**src/rtl/jenc_rle_encoder_pkg.sv**
```systemverilog
// Shared types and constants for the JPEG run-length symbol encoder.
package jenc_rle_pkg;

   localparam int QW_DEF = 11;          // quantized coefficient width
   localparam int AW_DEF = QW_DEF + 1;  // amplitude width, holds a DC difference

   localparam logic [3:0] ZRL_RUN      = 4'd15;
   localparam logic [4:0] BLK_LAST_CNT = 5'd31;
   localparam int         NUM_COMP     = 3;

   // One entropy symbol as handed to the Huffman coder.
   typedef struct packed {
      logic              dc;
      logic [3:0]        run;
      logic [3:0]        size;
      logic [AW_DEF-1:0] amp;
      logic [1:0]        chroma;
      logic              eob_blk;
      logic              last;
   } sym_t;

endpackage

```
**src/rtl/jenc_rle_encoder_if.sv**
```systemverilog
// Coefficient-pair input and symbol output bundle of the RLE encoder.
interface jenc_rle_encoder_if #(
   parameter int QW = 11,
   parameter int AW = 12
);
   logic [1:0][QW-1:0] q;
   logic               q_valid;
   logic               q_hold;
   logic [4:0]         q_cnt;
   logic [1:0]         q_chroma;
   logic               q_last_mcu;

   logic               s_valid;
   logic               s_hold;
   logic               s_dc;
   logic [3:0]         s_run;
   logic [3:0]         s_size;
   logic [AW-1:0]      s_amp;
   logic [1:0]         s_chroma;
   logic               s_eob_blk;
   logic               s_last;

   // Environment side: quantizer plus Huffman coder.
   modport master (
      output q, q_valid, q_cnt, q_chroma, q_last_mcu, s_hold,
      input  q_hold, s_valid, s_dc, s_run, s_size, s_amp, s_chroma, s_eob_blk, s_last
   );

   // Encoder side.
   modport slave (
      input  q, q_valid, q_cnt, q_chroma, q_last_mcu, s_hold,
      output q_hold, s_valid, s_dc, s_run, s_size, s_amp, s_chroma, s_eob_blk, s_last
   );
endinterface

```
**src/rtl/jenc_rle_encoder_size_cat.sv**
```systemverilog
// Magnitude category and VLI amplitude bits of a signed value.
module jenc_size_cat #(
   parameter int AW = 12
) (
   input  logic signed [AW-1:0] val,
   output logic [3:0]           size,
   output logic [AW-1:0]        amp
);
   logic [AW-1:0] mag, vli, mask;

   // size = bit length of |val|; negative values are sent as val-1 masked to size bits
   always_comb begin
      mag  = val[AW-1] ? -val : val;
      size = '0;
      for (int i = 0; i < AW; i++)
         if (mag[i]) size = 4'(i + 1);
      vli  = val - {{(AW-1){1'b0}}, val[AW-1]};
      mask = '0;
      for (int i = 0; i < AW; i++)
         mask[i] = (i < int'(size));
      amp  = vli & mask;
   end
endmodule

```
**src/rtl/jenc_rle_encoder.sv**
```systemverilog
// JPEG run-length encoder: coefficient pairs in, DC/AC/ZRL/EOB symbols out.
import jenc_rle_pkg::*;

module jenc_rle_encoder #(
   parameter int QW = QW_DEF,
   parameter int AW = AW_DEF
) (
   input logic               clk,
   input logic               reset,
   jenc_rle_encoder_if.slave bus
);
   // held pair
   logic               busy, phase, phase_nx;
   logic [QW-1:0]      p_q0, p_q1;
   logic [4:0]         p_cnt;
   logic [1:0]         p_chroma;
   logic               p_last_mcu;
   logic [5:0]         run_q, run_nx, r1;
   logic [NUM_COMP-1:0][QW-1:0] pred;
   logic [QW-1:0]      pred_sel;

   sym_t               sym, out_q;
   logic               s_valid_q;
   logic               emit, done, eval1;
   logic               stall, adv, retire, accept;
   logic               is_dc, blk_end, frame_end, c0_nz, c1_nz;

   logic signed [AW-1:0] ac0, ac1, diff;
   logic [3:0]           sz0, sz1, szd;
   logic [AW-1:0]        amp0, amp1, ampd;

   assign stall  = s_valid_q & bus.s_hold;
   assign adv    = busy & ~stall;
   assign retire = adv & done;
   assign accept = bus.q_valid & ~bus.q_hold;
   assign bus.q_hold = busy & ~retire;

   assign is_dc     = (p_cnt == 5'd0);
   assign blk_end   = (p_cnt == BLK_LAST_CNT);
   assign frame_end = p_last_mcu & (p_chroma == 2'd2);
   assign c0_nz     = |p_q0;
   assign c1_nz     = |p_q1;

   assign ac0 = {{(AW-QW){p_q0[QW-1]}}, p_q0};
   assign ac1 = {{(AW-QW){p_q1[QW-1]}}, p_q1};

   // Predictor of the held component; reads as zero while the frame's last symbol is leaving
   always_comb begin
      case (p_chroma)
         2'd0:    pred_sel = pred[0];
         2'd1:    pred_sel = pred[1];
         2'd2:    pred_sel = pred[2];
         default: pred_sel = '0;
      endcase
      if (s_valid_q && out_q.last) pred_sel = '0;
   end

   assign diff = ac0 - {{(AW-QW){pred_sel[QW-1]}}, pred_sel};

   jenc_size_cat #(.AW(AW)) u_sc0 (.val(ac0),  .size(sz0), .amp(amp0));
   jenc_size_cat #(.AW(AW)) u_sc1 (.val(ac1),  .size(sz1), .amp(amp1));
   jenc_size_cat #(.AW(AW)) u_scd (.val(diff), .size(szd), .amp(ampd));

   // One engine step: a zero slot0 falls straight through to slot1 so a pair costs max(1,k) cycles
   always_comb begin
      sym        = '0;
      sym.chroma = p_chroma;
      emit       = 1'b0;
      done       = 1'b0;
      eval1      = 1'b0;
      run_nx     = run_q;
      phase_nx   = phase;
      r1         = run_q;
      if (!phase) begin
         if (is_dc || c0_nz) begin
            emit = 1'b1;
            if (!is_dc && run_q[5:4] != 2'd0) begin
               sym.run = ZRL_RUN;
               run_nx  = run_q - 6'd16;
            end else begin
               sym.dc   = is_dc;
               sym.run  = is_dc ? 4'd0 : run_q[3:0];
               sym.size = is_dc ? szd  : sz0;
               sym.amp  = is_dc ? ampd : amp0;
               run_nx   = 6'd0;
               phase_nx = 1'b1;
               // a zero slot1 mid-block just starts a run, no extra cycle needed
               if (!c1_nz && !blk_end) begin
                  run_nx = 6'd1;
                  done   = 1'b1;
               end
            end
         end else begin
            r1    = run_q + 6'd1;
            eval1 = 1'b1;
         end
      end else begin
         eval1 = 1'b1;
      end
      if (eval1) begin
         phase_nx = 1'b1;
         if (c1_nz) begin
            emit = 1'b1;
            if (r1[5:4] != 2'd0) begin
               sym.run = ZRL_RUN;
               run_nx  = r1 - 6'd16;
            end else begin
               sym.run     = r1[3:0];
               sym.size    = sz1;
               sym.amp     = amp1;
               sym.eob_blk = blk_end;
               sym.last    = blk_end & frame_end;
               run_nx      = 6'd0;
               done        = 1'b1;
            end
         end else if (blk_end) begin
            emit        = 1'b1;
            sym.eob_blk = 1'b1;
            sym.last    = frame_end;
            run_nx      = 6'd0;
            done        = 1'b1;
         end else begin
            run_nx = r1 + 6'd1;
            done   = 1'b1;
         end
      end
   end

   // Pair register and engine state; an accept restarts at slot0
   always_ff @(posedge clk or posedge reset) begin
      if (reset) begin
         busy       <= 1'b0;
         phase      <= 1'b0;
         run_q      <= '0;
         p_q0       <= '0;
         p_q1       <= '0;
         p_cnt      <= '0;
         p_chroma   <= '0;
         p_last_mcu <= 1'b0;
      end else begin
         if (adv) begin
            run_q <= run_nx;
            phase <= phase_nx;
         end
         if (accept) begin
            busy       <= 1'b1;
            phase      <= 1'b0;
            p_q0       <= bus.q[0];
            p_q1       <= bus.q[1];
            p_cnt      <= bus.q_cnt;
            p_chroma   <= bus.q_chroma;
            p_last_mcu <= bus.q_last_mcu;
         end else if (retire) begin
            busy <= 1'b0;
         end
      end
   end

   // DC predictors: cleared as the frame's last symbol leaves, updated when a DC symbol is formed
   always_ff @(posedge clk or posedge reset) begin
      if (reset) begin
         pred <= '0;
      end else begin
         if (s_valid_q && !bus.s_hold && out_q.last) pred <= '0;
         if (adv && !phase && is_dc && p_chroma != 2'd3) pred[p_chroma] <= p_q0;
      end
   end

   // Symbol output register, frozen while downstream holds
   always_ff @(posedge clk or posedge reset) begin
      if (reset) begin
         s_valid_q <= 1'b0;
         out_q     <= '0;
      end else if (!stall) begin
         s_valid_q <= adv & emit;
         out_q     <= sym;
      end
   end

   assign bus.s_valid   = s_valid_q;
   assign bus.s_dc      = out_q.dc;
   assign bus.s_run     = out_q.run;
   assign bus.s_size    = out_q.size;
   assign bus.s_amp     = out_q.amp;
   assign bus.s_chroma  = out_q.chroma;
   assign bus.s_eob_blk = out_q.eob_blk;
   assign bus.s_last    = out_q.last;

endmodule

```
**src/flat_wrapper.sv**
```systemverilog
// flat-port wrapper written by rule: the top's interface ports become plain ports
module jenc_rle_encoder_flat 
#(
   parameter int QW = QW_DEF,
   parameter int AW = AW_DEF
)
  (clk, reset, bus_q, bus_q_valid, bus_q_cnt, bus_q_chroma, bus_q_last_mcu, bus_s_hold, bus_q_hold, bus_s_valid, bus_s_dc, bus_s_run, bus_s_size, bus_s_amp, bus_s_chroma, bus_s_eob_blk, bus_s_last);
  jenc_rle_encoder_if #(.QW(QW), .AW(AW)) bus_i ();
  input logic clk;
  input logic reset;
  input wire logic [$bits(bus_i.q)-1:0] bus_q;
  input wire logic [$bits(bus_i.q_valid)-1:0] bus_q_valid;
  input wire logic [$bits(bus_i.q_cnt)-1:0] bus_q_cnt;
  input wire logic [$bits(bus_i.q_chroma)-1:0] bus_q_chroma;
  input wire logic [$bits(bus_i.q_last_mcu)-1:0] bus_q_last_mcu;
  input wire logic [$bits(bus_i.s_hold)-1:0] bus_s_hold;
  output wire logic [$bits(bus_i.q_hold)-1:0] bus_q_hold;
  output wire logic [$bits(bus_i.s_valid)-1:0] bus_s_valid;
  output wire logic [$bits(bus_i.s_dc)-1:0] bus_s_dc;
  output wire logic [$bits(bus_i.s_run)-1:0] bus_s_run;
  output wire logic [$bits(bus_i.s_size)-1:0] bus_s_size;
  output wire logic [$bits(bus_i.s_amp)-1:0] bus_s_amp;
  output wire logic [$bits(bus_i.s_chroma)-1:0] bus_s_chroma;
  output wire logic [$bits(bus_i.s_eob_blk)-1:0] bus_s_eob_blk;
  output wire logic [$bits(bus_i.s_last)-1:0] bus_s_last;
  assign bus_i.q = bus_q;
  assign bus_i.q_valid = bus_q_valid;
  assign bus_i.q_cnt = bus_q_cnt;
  assign bus_i.q_chroma = bus_q_chroma;
  assign bus_i.q_last_mcu = bus_q_last_mcu;
  assign bus_i.s_hold = bus_s_hold;
  assign bus_q_hold = bus_i.q_hold;
  assign bus_s_valid = bus_i.s_valid;
  assign bus_s_dc = bus_i.s_dc;
  assign bus_s_run = bus_i.s_run;
  assign bus_s_size = bus_i.s_size;
  assign bus_s_amp = bus_i.s_amp;
  assign bus_s_chroma = bus_i.s_chroma;
  assign bus_s_eob_blk = bus_i.s_eob_blk;
  assign bus_s_last = bus_i.s_last;
  jenc_rle_encoder #(.QW(QW), .AW(AW)) u_core (.clk(clk), .reset(reset), .bus(bus_i));
endmodule
```
**config.mk**
```make
export PLATFORM = sky130hd
export DESIGN_NAME = jenc_rle_encoder_flat
export DESIGN_NICKNAME = d
export VERILOG_FILES = /design/src/rtl/jenc_rle_encoder_pkg.sv /design/src/rtl/jenc_rle_encoder_if.sv /design/src/rtl/jenc_rle_encoder_size_cat.sv /design/src/rtl/jenc_rle_encoder.sv /design/src/flat_wrapper.sv
export SDC_FILE = /design/constraint.sdc
export NUM_CORES = 1
export LEC_CHECK = 0
export BUFFER_PORTS_ARGS = -buffer_cell sky130_fd_sc_hd__buf_4
export CAP_MARGIN = 20
export CELL_PAD_IN_SITES_DETAIL_PLACEMENT = 1
export CELL_PAD_IN_SITES_GLOBAL_PLACEMENT = 1
export CORE_MARGIN = 3
export CORE_UTILIZATION = 35
export DETAILED_ROUTE_END_ITERATION = 8
export PLACE_DENSITY_LB_ADDON = 0.05
export REMOVE_ABC_BUFFERS = 1
export SKIP_CTS_REPAIR_TIMING = 1
export SYNTH_ARGS = -nofsm -noshare
export SYNTH_HDL_FRONTEND = slang
export SYNTH_SLANG_ARGS = --single-unit
```
**constraint.sdc**
```tcl
create_clock -name clk -period 4.9 [get_ports clk]
set_input_delay 0.98 -clock clk [delete_from_list [all_inputs] [get_ports clk]]
set_output_delay 0.98 -clock clk [all_outputs]
set_load 0.02 [all_outputs]
```
==> impl_metrics.csv <==
group,metric,value,unit
floorplan,die-area,23900,µm²
pwr,power_leakage,0.00361,µW
setup_path,r2r-start,"u_core.p_chroma[0]",
synthesis,synthTopCellsByCount,"nand2_1 (153), dfrtp_1 (97), o21ai_0 (65), nor2_1 (56), clkbuf_1 (46)",
sta,worst_pin_slew,0.862,ns
floorplan,fp.dieH,155,µm
setup_path,required,5.17,ns
synthesis,synth_top_area_share,31.3,%
synthesis,synthFlopType,"dfrtp_1",
grt,grt_pass1_wl,44000,µm
sta,timing.final.crit_share,92.8,%
setup_path,worstPathCellList,"nor2b_1 -> buf_4 -> nand2_1 -> o21ai_0 -> nand2_1 -> fa_1 -> a211o_1 -> and4_4 -> nor3_4 -> o2111ai_2 -> or4_1 -> a21o_1 -> a21boi_4 -> and3_2 -> o2111ai_1 -> a21o_1",
sta,finalCriticalPeriod,4.55,ns
setup_path,startpoint_type,"register",
status,status,"finished clean",
route,drc,0,
place,hpwl,20700,µm
floorplan,die_x,155,µm
pwr,p_per_area,848,nW/µm²
setup_path,timing.critical_path.fanout_max,9,
synthesis,synth.distinct_cells,82,
route,vias,7413,
setup_path,critical-path-slowest-cell,"or4_1",
cts,clockBufferDepth,2,
floorplan,rows,53,
route,routed_wl,27500,µm
setup_path,crit_type,"reg2reg",
setup_path,end_kind,"register",
synthesis,synth_area,7740,µm²
floorplan,core_area,21400,µm²
cells_and_area,syn_to_final_growth,13.8,%
setup_path,r2r_cells,16,
route,wl_per_cell,21.5,µm
floorplan,start_util,36.3,%
place,io_buffer_count,60,
min_path,worstHoldPathCells,2,
cts,cts-htree-levels,3,
setup_path,slowest_delay,0.54,ns
setup_path,reg2reg_to,"u_core.bus.s_amp[0]",
synthesis,syn_inst,961,
sta,drv_slew,0,
cts,cts_buffers,9,
synthesis,ys.warnings.count,0,
cts,clk-insertion-delay-late,0.37,ns
grt,grt_max_degree,67,
grt,antenna_found_initial,0,
synthesis,async_flop_share,100,%
route,antenna_left,0,
sta,setup_viol,0,
synthesis,synth_edf_count,0,
sta,final-hold-violation-count,0,
grt,grt_pass1_vias,7473,
synthesis,ys_seq_area_share,31.3,%
synthesis,netlist.top_cell.by_area,"dfrtp_1",
place,place_area,8480,µm²
grt,grt_use_total,23.1,%
setup_path,ff2ff_setup_slack,0.35,ns
route,routed_via_density,5.81,
sta,rsz0062_at_grt,"false",
sta,tns,0,ns
synthesis,ys_ff_latch,97,
setup_path,crit_arrival,4.82,ns
synthesis,avgSynthCellArea,8.06,µm²
floorplan,io_pins,61,
min_path,hp-class,"reg2reg",
synthesis,synth_area_leaders,"dfrtp_1 (31%), nand2_1 (7.4%), mux2_2 (4.5%), xnor2_1 (4.3%), o21ai_0 (4.2%)",
cts,clk_pin_slew_worst_paths,0.09,ns
cells_and_area,final_area,8810,µm²
place,place_congestion,0.861,
min_path,hold_path_end,"u_core.bus.s_size[3]",
cts,cts_tree,"yes",
cells_and_area,fillCellCount,2602,
synthesis,yosysMostFrequentCell,"nand2_1",
cells_and_area,multiInputGateArea,5000,µm²
min_path,hold_start,"u_core.bus.s_size[3]",
cells_and_area,nNetsFinal,1055,
route,dr.pass1.iters,5,
cts,numClockSinks,97,
grt,grt-ovfl-total,0,
sta,slew_headroom,42.6,%
cells_and_area,seqCellArea,2430,µm²
cells_and_area,drive_gt1_share,16.5,%
route,detail_route.iter0.violations,421,
cts,root_buffer,"clkbuf_16",
run,drv_cap,0,
cells_and_area,diodes,0,
pwr,peakVddDrop,0.000341,V
sta,skew,0.0202,ns
sta,max_freq,220,MHz
## how the worst max path moves through the flow
stage                                  start                    to  depth (start not counted)
after floorplan           u_core.p_chroma[1]  u_core.bus.s_amp[10]                         19
after global placement    u_core.p_chroma[0]   u_core.bus.s_amp[0]                         16
after detailed placement  u_core.p_chroma[0]   u_core.bus.s_amp[0]                         16
after CTS                 u_core.p_chroma[0]   u_core.bus.s_amp[0]                         16
after global routing      u_core.p_chroma[0]   u_core.bus.s_amp[0]                         16
final                     u_core.p_chroma[0]   u_core.bus.s_amp[0]                         16
## metal layers
| layer | vias to the layer above | GRT usage (%) | part of all wire (%) |
|---|---|---|---|
| met5 | - | 0 | 0 |
| met4 | 0 | 4.46 | 1.3 |
| li1 | 3569 | - | - |
| met2 | 154 | 33.6 | 42 |
| met3 | 21 | 3.22 | 3.9 |
| met1 | 3669 | 36.3 | 53 |
## logic make-up (layout without fill, tap and decap cells)
group           Yosys count  in the layout  share of synthesized area (%)
fa+ha+maj                24             24                           3.97
compound gates          246            246                           21.6
buf+inv                  84            125                           4.36
simple gates            408            408                           25.8
flops                    97             97                           31.3
mux                      46             46                           6.48
xor+xnor                 56             56                           6.53
## metrics by stage
step,utilization [%],std cells,worst slack (ns),hold WS [ns],power (µW)
3_5_place_dp,39.7,1260,0.301,0.474,6640
2_1_floorplan,-,900,0.397,0.463,4970
4_1_cts,41.2,1276,0.295,0.496,7450
5_1_grt,41.3,1277,0.00127,0.522,8120
6_report,41.3,1277,0.354,0.492,7470
3_3_place_gp,39.7,1260,0.483,0.457,6630
## sequential cells by signal (all words and copies together) (netlist names)
signal and cells:
u_core.phase 1, u_core.bus.s_size 4, u_core.pred 33, u_core.bus.s_valid 1, u_core.bus.s_dc 1, u_core.p_q1 11
u_core.bus.s_chroma 2, u_core.run_q 6, u_core.busy 1, u_core.p_last_mcu 1, u_core.p_q0 11, u_core.p_chroma 2
u_core.bus.s_last 1, u_core.bus.s_eob_blk 1, u_core.bus.s_amp 12, u_core.p_cnt 5, u_core.bus.s_run 4
## area by class of cell
cell class                      instances  share of cell area [%]
Multi-Input combinational cell        780                    56.7
Sequential cell                        97                    27.5
Timing Repair Buffer                   86                    7.32
Tap cell                              275                    3.90
Clock buffer                            9                    2.56
Inverter                               23                    1.01
Clock inverter                          7                   0.965
## power by group
part / internal, µW / switching, µW / total [µW]
Combinational: 1950 / 3160 / 5110
Sequential: 1080 / 517 / 1600
Clock: 366 / 397 / 763
## critical path, delay by kind of cell, from the launching register on
kind / cells / cell delay [ns]
AND/OR/NAND/NOR: 7 / 1.78
AO/OA/AOI/OAI: 7 / 1.55
adder cells (fa/ha/maj): 1 / 0.48
flip-flops: 1 / 0.46
buffers and inverters: 1 / 0.19
## cell usage in the layout, fill, tap and decap left out, types with 9 or more instances in the layout
master       n
o21a_1      11
mux2_2      31
or3_1       11
or2_2       10
inv_1       21
nand3_1     45
o22ai_1     10
nand2_1    153
dfrtp_1     97
a31oi_1     15
and2_1      11
xnor2_1     38
ha_1        23
clkbuf_16    9
nor2b_1     12
nand2b_1    10
nor2_1      56
a211oi_1    10
mux2i_1     13
nand4_1      9
o21ai_0     65
buf_4       85
nor3_1      40
xor2_1      16
nor4_1      12
a21oi_1     38
No activity file was read; power rests on OpenSTA's default activity.
